`src/rtl/sdr_access_sched.sv`:
```
// sdr_access_sched: round-robin host arbiter with periodic auto-refresh in front of the SDR command FSM.
// Optional macro SDR_REF_POSTPONE_EN lets host traffic defer up to MAX_POSTPONE refreshes.
module sdr_access_sched #(
   parameter int NUM_REQ      = 2,
   parameter int REF_INTERVAL = 780,
   parameter int REF_CNT_W    = 12,
   parameter int MAX_POSTPONE = 4
) (
   input  logic                       pclk,
   input  logic                       preset,
   input  logic                       init_done,
   input  logic [NUM_REQ-1:0]         req,
   input  logic [NUM_REQ-1:0]         req_write,
   output logic [NUM_REQ-1:0]         gnt,
   output logic                       cmd_start,
   output logic                       cmd_write,
   output logic                       cmd_ref,
   input  logic                       cmd_done,
   output logic [$clog2(NUM_REQ)-1:0] owner,
   output logic                       busy,
   output logic                       ref_pending,
   output logic                       ref_overdue
);
   localparam int OW = $clog2(NUM_REQ);
   localparam logic [1:0] IDLE     = 2'd0;
   localparam logic [1:0] WAIT_CMD = 2'd1;
   localparam logic [1:0] WAIT_REF = 2'd2;
`ifdef SDR_REF_POSTPONE_EN
   localparam logic [2:0] SAT = 3'(MAX_POSTPONE);
`else
   localparam logic [2:0] SAT = 3'(MAX_POSTPONE > 0);
`endif
   logic [1:0]           state;
   logic [REF_CNT_W-1:0] ref_cnt;
   logic [2:0]           dcnt;
   logic [OW-1:0]        ptr;
   logic [OW-1:0]        win;
   logic                 expire;
   logic                 ref_sel;
   logic                 issue_ref;
   logic                 issue_host;
   assign expire = init_done && ref_cnt == REF_CNT_W'(REF_INTERVAL - 1);
`ifdef SDR_REF_POSTPONE_EN
   assign ref_sel = dcnt == SAT || (dcnt != 3'd0 && req == '0);
`else
   assign ref_sel = dcnt != 3'd0;
`endif
   assign issue_ref   = state == IDLE && init_done && ref_sel;
   assign issue_host  = state == IDLE && init_done && !ref_sel && |req;
   assign ref_pending = dcnt != 3'd0;
   // Scan downward so the last hit is the first requester after ptr.
   always_comb begin
      win = '0;
      for (int i = NUM_REQ; i >= 1; i--)
         if (req[OW'((int'(ptr) + i) % NUM_REQ)]) win = OW'((int'(ptr) + i) % NUM_REQ);
   end
   always_ff @(posedge pclk) begin
      if (preset || !init_done) ref_cnt <= '0;
      else ref_cnt <= expire ? '0 : ref_cnt + REF_CNT_W'(1);
   end
   always_ff @(posedge pclk) begin
      if (preset) begin
         dcnt        <= 3'd0;
         ref_overdue <= 1'b0;
      end else if (expire && !issue_ref) begin
         if (dcnt == SAT) ref_overdue <= 1'b1;
         else dcnt <= dcnt + 3'd1;
      end else if (issue_ref && !expire) begin
         dcnt <= dcnt - 3'd1;
      end
   end
   always_ff @(posedge pclk) begin
      if (preset) begin
         state     <= IDLE;
         gnt       <= '0;
         cmd_start <= 1'b0;
         cmd_write <= 1'b0;
         cmd_ref   <= 1'b0;
         owner     <= '0;
         busy      <= 1'b0;
         ptr       <= OW'(NUM_REQ - 1);
      end else begin
         gnt       <= '0;
         cmd_start <= 1'b0;
         cmd_ref   <= 1'b0;
         if (issue_ref) begin
            cmd_ref <= 1'b1;
            busy    <= 1'b1;
            state   <= WAIT_REF;
         end else if (issue_host) begin
            gnt       <= NUM_REQ'(1) << win;
            cmd_start <= 1'b1;
            cmd_write <= req_write[win];
            owner     <= win;
            ptr       <= win;
            busy      <= 1'b1;
            state     <= WAIT_CMD;
         end else if (state != IDLE && cmd_done) begin
            busy  <= 1'b0;
            state <= IDLE;
         end
      end
   end
endmodule
```
`config.mk`:
```
export PLATFORM = sky130hd
export DESIGN_NAME = sdr_access_sched
export DESIGN_NICKNAME = d
export VERILOG_FILES = /design/src/rtl/sdr_access_sched.sv
export SDC_FILE = /design/constraint.sdc
export NUM_CORES = 1
export LEC_CHECK = 0
export CAP_MARGIN = 10
export CORE_ASPECT_RATIO = 0.7
export CORE_MARGIN = 4
export CORE_UTILIZATION = 40
export CTS_CLUSTER_SIZE = 14
export DETAILED_ROUTE_END_ITERATION = 7
export PLACE_DENSITY = 0.62
export RECOVER_POWER = 25
export SYNTH_ARGS = -nofsm -noshare
export SYNTH_HDL_FRONTEND = slang
export SYNTH_SLANG_ARGS = --single-unit
```
`constraint.sdc`:
```
create_clock -name pclk -period 2.91 [get_ports pclk]
set_clock_uncertainty 0.2 [all_clocks]
set_input_delay 0.582 -clock pclk [delete_from_list [all_inputs] [get_ports pclk]]
set_output_delay 0.582 -clock pclk [all_outputs]
set_load 0.02 [all_outputs]
```
Word level (Yosys, flattened, before mapping)
Index checks and enable logic that the tools add are counted.

storage, ports and cells
  bits of input ports = 8
  flip-flop bits (word level) = 26
  logic and storage cells = 71
  output and inout bits = 9

cells by class
  shift operators = 1
  multiplexer cells = 19
  $lt $le $gt $ge = 3
  bitwise gates (word level) = 2
  equal/unequal tests = 3
  add/subtract/negate cells = 5
  reduce and logical (&&, ||, !) cells = 26

operators with widths
  cell                   number
  $mux 1                 13
  $add 12x1->12 const B  1
  $eq 12x10->1 const B   1
  $mux 3                 3
  $logic_and 1x1->1      8
  $lt 1x3->1 const B     2
  $mux 2                 3
  $reduce_and 2->1       3
  $reduce_bool 2->1      3
  $reduce_bool 3->1      2
  $reduce_or 2->1        3
  $logic_not 1->1        4
  $add 3x1->3 const B    1
  $eq 3x1->1 const B     1
  $reduce_or 3->1        1
  $sub 3x1->3 const B    1
  $add 1x1->1 const B    2
  $logic_not 2->1        1
  $lt 1x2->1 const B     1
  $ne 2x2->1 const B     1
  $not 1->1              2
  $shl 1x1->2 const A    1
  $logic_or 1x1->1       1

Depth between registers and ports, before layout
Gate-level depths: netlist of run 1.

  word-level depth = 8
  gate-level depth with buffers = 7
  depth with buffers taken out = 7

Worst setup path after synthesis of run 1
Ideal clock, no wire load.

  kind = flip-flop to flip-flop
  from = reg dcnt[0]
  to = reg dcnt[0]
  arrival time = 1.568 ns
  path slack = 1.019 ns
  stages on the path, launching flop included = 8
  library setup time = 0.123 ns
  clock period less this slack = 1.891 ns
  buffers on the path = 0
  required time = 2.587 ns
  cell sequence = dfxtp_1 inv_1 ha_1 nor2b_2 inv_1 and3_2 mux2i_1 mux2_1

between the ends
  word-level cells in the longest chain between the ends = 6
  elaborated cells on any way between the ends = 14
  those cells by class = add/sub: 2; eq/ne: 2; mux: 3; reduce/logical: 7

RTL lines
  item                                                       RTL line  source
  start: declaration                                         35        logic [2:0] dcnt;
  start signal: assignment                                   67        else dcnt <= dcnt + 3'd1;
  start signal: assignment                                   69        dcnt <= dcnt - 3'd1;
  $reduce_bool 3->1 *                                        n/a
  named net ref_pending                                      21        output logic ref_pending,
  $logic_and 1x1->1 *                                        48        assign issue_ref = state == IDLE && init_done && ref_sel;
  $logic_not 1->1                                            65        end else if (expire && !issue_ref) begin
  $logic_and 1x1->1                                          65
  $ne 2x2->1 (no line) or $reduce_bool 2->1 (tied branches)  n/a
  $reduce_and 2->1 (no line)                                 n/a

The timed path passes the listed nets; every way through them passes the cells marked *. The select of a mux whose other input is x is not followed.
A chain may end at the register's enable or synchronous reset.

Worst setup path after layout of run 1
  from = reg dcnt[1]
  to = out ref_pending

between the ends
  word-level cells in the longest chain between the ends = 1

RTL lines
  item               RTL line  source
  $reduce_bool 3->1  50        assign ref_pending = dcnt != 3'd0;
  end: declaration   21

No other way between the ends.

==> results of run 1 <==
-- how the worst max path moves through the flow --
stage / from / to / slack, ns / cells after the start
floorplan: dcnt[0]$_SDFFE_PP0P_ / dcnt[0]$_SDFFE_PP0P_ / 1.02 / 7
global placement: dcnt[0]$_SDFFE_PP0P_ / ref_pending / 0.63 / 5
detailed placement: dcnt[0]$_SDFFE_PP0P_ / ref_pending / 0.58 / 5
CTS: dcnt[0]$_SDFFE_PP0P_ / ref_pending / 0.28 / 5
global route: dcnt[1]$_SDFFE_PP0P_ / ref_pending / 0.09 / 5
finish: dcnt[1]$_SDFFE_PP0P_ / ref_pending / 0.24 / 5
-- cells in the mapped netlist --
cell type | n | area [sq um]
a21oi_1 | 5 | 25.0
and4_2 | 1 | 10.0
clkbuf_1 | 1 | 3.75
a221oi_1 | 1 | 8.76
mux2_1 | 1 | 11.3
buf_6 | 1 | 11.3
or2_2 | 1 | 6.26
a21boi_1 | 1 | 7.51
nor3_1 | 5 | 25.0
and4_1 | 1 | 8.76
xor2_1 | 5 | 43.8
and3_2 | 1 | 7.51
nor4_2 | 1 | 12.5
nand3b_1 | 2 | 15.0
inv_1 | 5 | 18.8
o211a_1 | 1 | 10.0
mux2i_1 | 3 | 30.0
nor2b_2 | 1 | 8.76
xnor2_1 | 5 | 43.8
a21o_2 | 1 | 8.76
nand3_1 | 5 | 25.0
buf_2 | 1 | 5.00
a211oi_1 | 1 | 7.51
o2111ai_1 | 2 | 17.5
o21ai_0 | 1 | 5.00
dfxtp_1 | 26 | 521
nor4_1 | 1 | 6.26
nand2b_1 | 4 | 25.0
mux2_2 | 2 | 22.5
clkbuf_2 | 1 | 5.00
a41oi_1 | 1 | 8.76
nand2_1 | 8 | 30.0
and3_1 | 2 | 12.5
clkbuf_8 | 1 | 13.8
nand4_1 | 4 | 25.0
ha_1 | 5 | 62.6
nor2b_1 | 2 | 12.5
nor2_1 | 21 | 78.8
-- cells by family (layout without fill, tap and decap cells) --
kind of cell	count (synthesis)	in the layout	share of synthesized area, %
simple gates	60	60	25.8
flops	26	26	43.4
compound gates	14	14	8.24
xor+xnor	10	10	7.30
buf+inv	10	25	4.80
mux	6	6	5.32
fa+ha+maj	5	5	5.21
-- worst max-delay path: stages (launching register included) --
cell and delay [ns]:
dfxtp_1 0.33, inv_1 0.12, ha_1 0.15, nor2b_1 0.31, inv_1 0.15, clkdlybuf4s50_1 0.56
-- layer usage --
metal / GRT usage [%] / up-vias / share of wire, %
met5: 0 / - / 0
met1: 19.0 / 424 / 53
met4: 3.61 / 0 / 0.42
met2: 17.6 / 27 / 40
li1: - / 482 / -
met3: 4.66 / 2 / 6.4
-- flip-flops by register name (all words and copies together) (netlist names) --
signal / cells
ref_cnt: 12
dcnt: 3
gnt: 2
state: 2
busy: 1
cmd_ref: 1
cmd_start: 1
cmd_write: 1
owner: 1
ptr: 1
ref_overdue: 1
-- layout by cell type (no fill, tap or decap), drive strengths merged, types with 2 or more instances in the layout --
| cell | count |
|---|---|
| clkdlybuf4s50 | 15 |
| and4 | 2 |
| nand4 | 4 |
| mux2 | 3 |
| inv | 5 |
| and3 | 3 |
| nor3 | 5 |
| nand3b | 2 |
| o2111ai | 2 |
| clkbuf | 3 |
| mux2i | 3 |
| a21oi | 5 |
| nor4 | 2 |
| ha | 5 |
| nand2b | 4 |
| xor2 | 5 |
| nor2b | 3 |
| nand3 | 5 |
| nand2 | 8 |
| nor2 | 21 |
| dfxtp | 26 |
| xnor2 | 5 |
-- power by group through the flow --
stage | clock network, mW | logic [mW] | registers, mW
after floorplan | 0 | 0.231 | 0.468
after global placement | 0 | 0.374 | 0.445
after detailed placement | 0 | 0.386 | 0.449
after CTS | 0.203 | 0.388 | 0.440
after global routing | 0.212 | 0.421 | 0.446
final | 0.195 | 0.381 | 0.438
-- through the flow --
step	hold slack (ns)	setup slack (ns)	utilization, %
after floorplan	0.230	1.02	-
after global placement	0.245	0.629	48.3
after detailed placement	0.249	0.579	48.3
after CTS	0.260	0.276	49.8
after global routing	0.312	0.0942	49.6
final	0.257	0.236	49.6
-- layout make-up --
type | instances | area (sq um) | area share, %
Tap cell | 36 | 45.0 | 3.19
Multi-Input combinational cell | 95 | 618 | 43.8
Timing Repair Buffer | 17 | 168 | 11.9
Sequential cell | 26 | 520 | 36.9
Clock buffer | 3 | 41.3 | 2.93
Inverter | 5 | 18.8 | 1.33
==> summary.md, run 1 <==
| Metric | Value |
|---|---|
| Status | finished, final reports clean |
| Antenna diodes | 0 |
| Initial antenna violation count | 0 |
| Endpoint class of the critical path | output pin |
| R2R cell count | 7 |
| R2r setup slk | 0.77 ns |
| Clock sinks | 26 |
| Total track usage | about an eighth |
| Die width | approximately 73 um |
| Vias in the first global route | between 800 and 900 |
| Worst reg2reg startpoint | dcnt[1]$_SDFFE_PP0P_ |
| # Post-CTS Setup Buffers | 0 |
| Synthesized area | ~0.0012 sq mm |
| Worst hold path type | register to register |
| Pwr/cell area | 718 mW/mm^2 |
| Capturing point of the worst reg2reg path | dcnt[0]$_SDFFE_PP0P_ |
| RSZ-0062 raised after global routing | false |
| Critical Path Start Type | register |
| Starting Density | between 40% and 50% |
| TritonCTS Buffers | 3 |
| Yosys warnings | 0 |
| Sequential Power Share | about 43% |
| P_sw | 347 uW |
| Worst hold path cell count | 2 |
| Worst hold start | owner$_SDFFE_PP0P_ |
| Die Ht | 53.8 um |
| Pleak | 0.541 nW |
| Yosys cell types | 38 |
| IO buf count | 16 |
| Share of cells above drive strength 1 | a little under 7% |
| Slew Limit Fails | 0 |
| Synth Net Count | around 140 |
| Post-Syn Instances | roughly 130 |
| Placed Cells | ~180 |
| I/O pin cnt | 17 |
| Clock root buffer | clkbuf_8 |
| Clock share of power | about a fifth |
| Die area | ~0.0040 sq mm |
| Number of synthesized register bits | 26 |
| Routed WL per cell | about 13 um |
| Slew margin rel. | 53.5% |
| First-pass GRT wire length | 3.85 mm |
| CP required | 2.13 ns |
| Placed inst area | between 0.001 and 0.0015 sq mm |
| 1st-pass router iterations | 4 |
| Seq/Total Area, Yosys | ~43% |
| Final std cells w/o fill | approximately 180 |
| Detailed Route Iter0 Violations | 34 |
| Tcrit/Tclk final | 91.9% |
| CTS tree | built |
| Fin. Hold Viols | 0 |
| Crit path DAT | ~1.9 ns |
| RePlAce Congestion | 0.866 |
| Largest vdd supply drop | around 0.3 mV |
| Net count, final | between 150 and 200 |
| Placed wire-length estimate | ~1.8 mm |
| Max clock buf depth | 2 |
| Final setup vio count | 0 |
| Worst Hold Path EP | owner$_SDFFE_PP0P_ |
| H-tree levels | 1 |
| Switching share of power | 34.3% |
| Core ar. | between 0.002 and 0.003 sq mm |
| Final WL | about 2.4 mm |
| Max-cap violations | 0 |
| Std-Cell Rows | 16 |
| Routed Antenna Nets | 0 |
| GRT overflow | 0 |
| Resized cells post-CTS | 0 |
| Remaining routing DRC violations | 0 |
| Min Tclk post-route | around 2.7 ns |
| Measured slew at the worst slew-check pin | 0.697 ns |
| Pin count of the biggest net entering global routing | 14 |
| Fmax | ~370 MHz |
| Vias/cell | roughly 5.1 |
| Mean Syn Cell Area | 9.16 sq um |
| Syn-to-layout area delta | 17.6% |
| Fill count | 270 |
| Crit path max fanout | 5 |
| Setup TNS | 0 ns |
| Combinational Power Share | a little under two fifths |
| Total Power | about 1 mW |
| Via count | between 900 and 1000 |
| Clock Pin Slew Worst Setup and Hold Paths | approximately 0.080 ns |
| Post-CTS Hold Fix Bufs | 0 |
| Post-Layout Inst Area | about 0.0014 sq mm |
| Pint | approximately 670 uW |
| Worst setup path category | register to output pin |
| Later-pin clock latency in the skew report | 0.26 ns |
Note: power is estimated with default switching activity, not from simulation.
==> run 2: changes to the inputs <==
--- a/config.mk
+++ b/config.mk
@@ -9,10 +9,11 @@
 export CORE_ASPECT_RATIO = 0.7
 export CORE_MARGIN = 4
 export CORE_UTILIZATION = 40
-export CTS_CLUSTER_SIZE = 14
 export DETAILED_ROUTE_END_ITERATION = 7
+export MAX_ROUTING_LAYER = met4
 export PLACE_DENSITY = 0.62
 export RECOVER_POWER = 25
+export SKIP_LAST_GASP = 1
 export SYNTH_ARGS = -nofsm -noshare
 export SYNTH_HDL_FRONTEND = slang
 export SYNTH_SLANG_ARGS = --single-unit
==> results of run 2 <==
No change in the layout: final DEF, timing and power equal those of run 1.
Main changes from that run: final weighted congestion in routability-driven placement 0.866 -> 0.880; overall routing resource usage 13.0% -> 13.4%
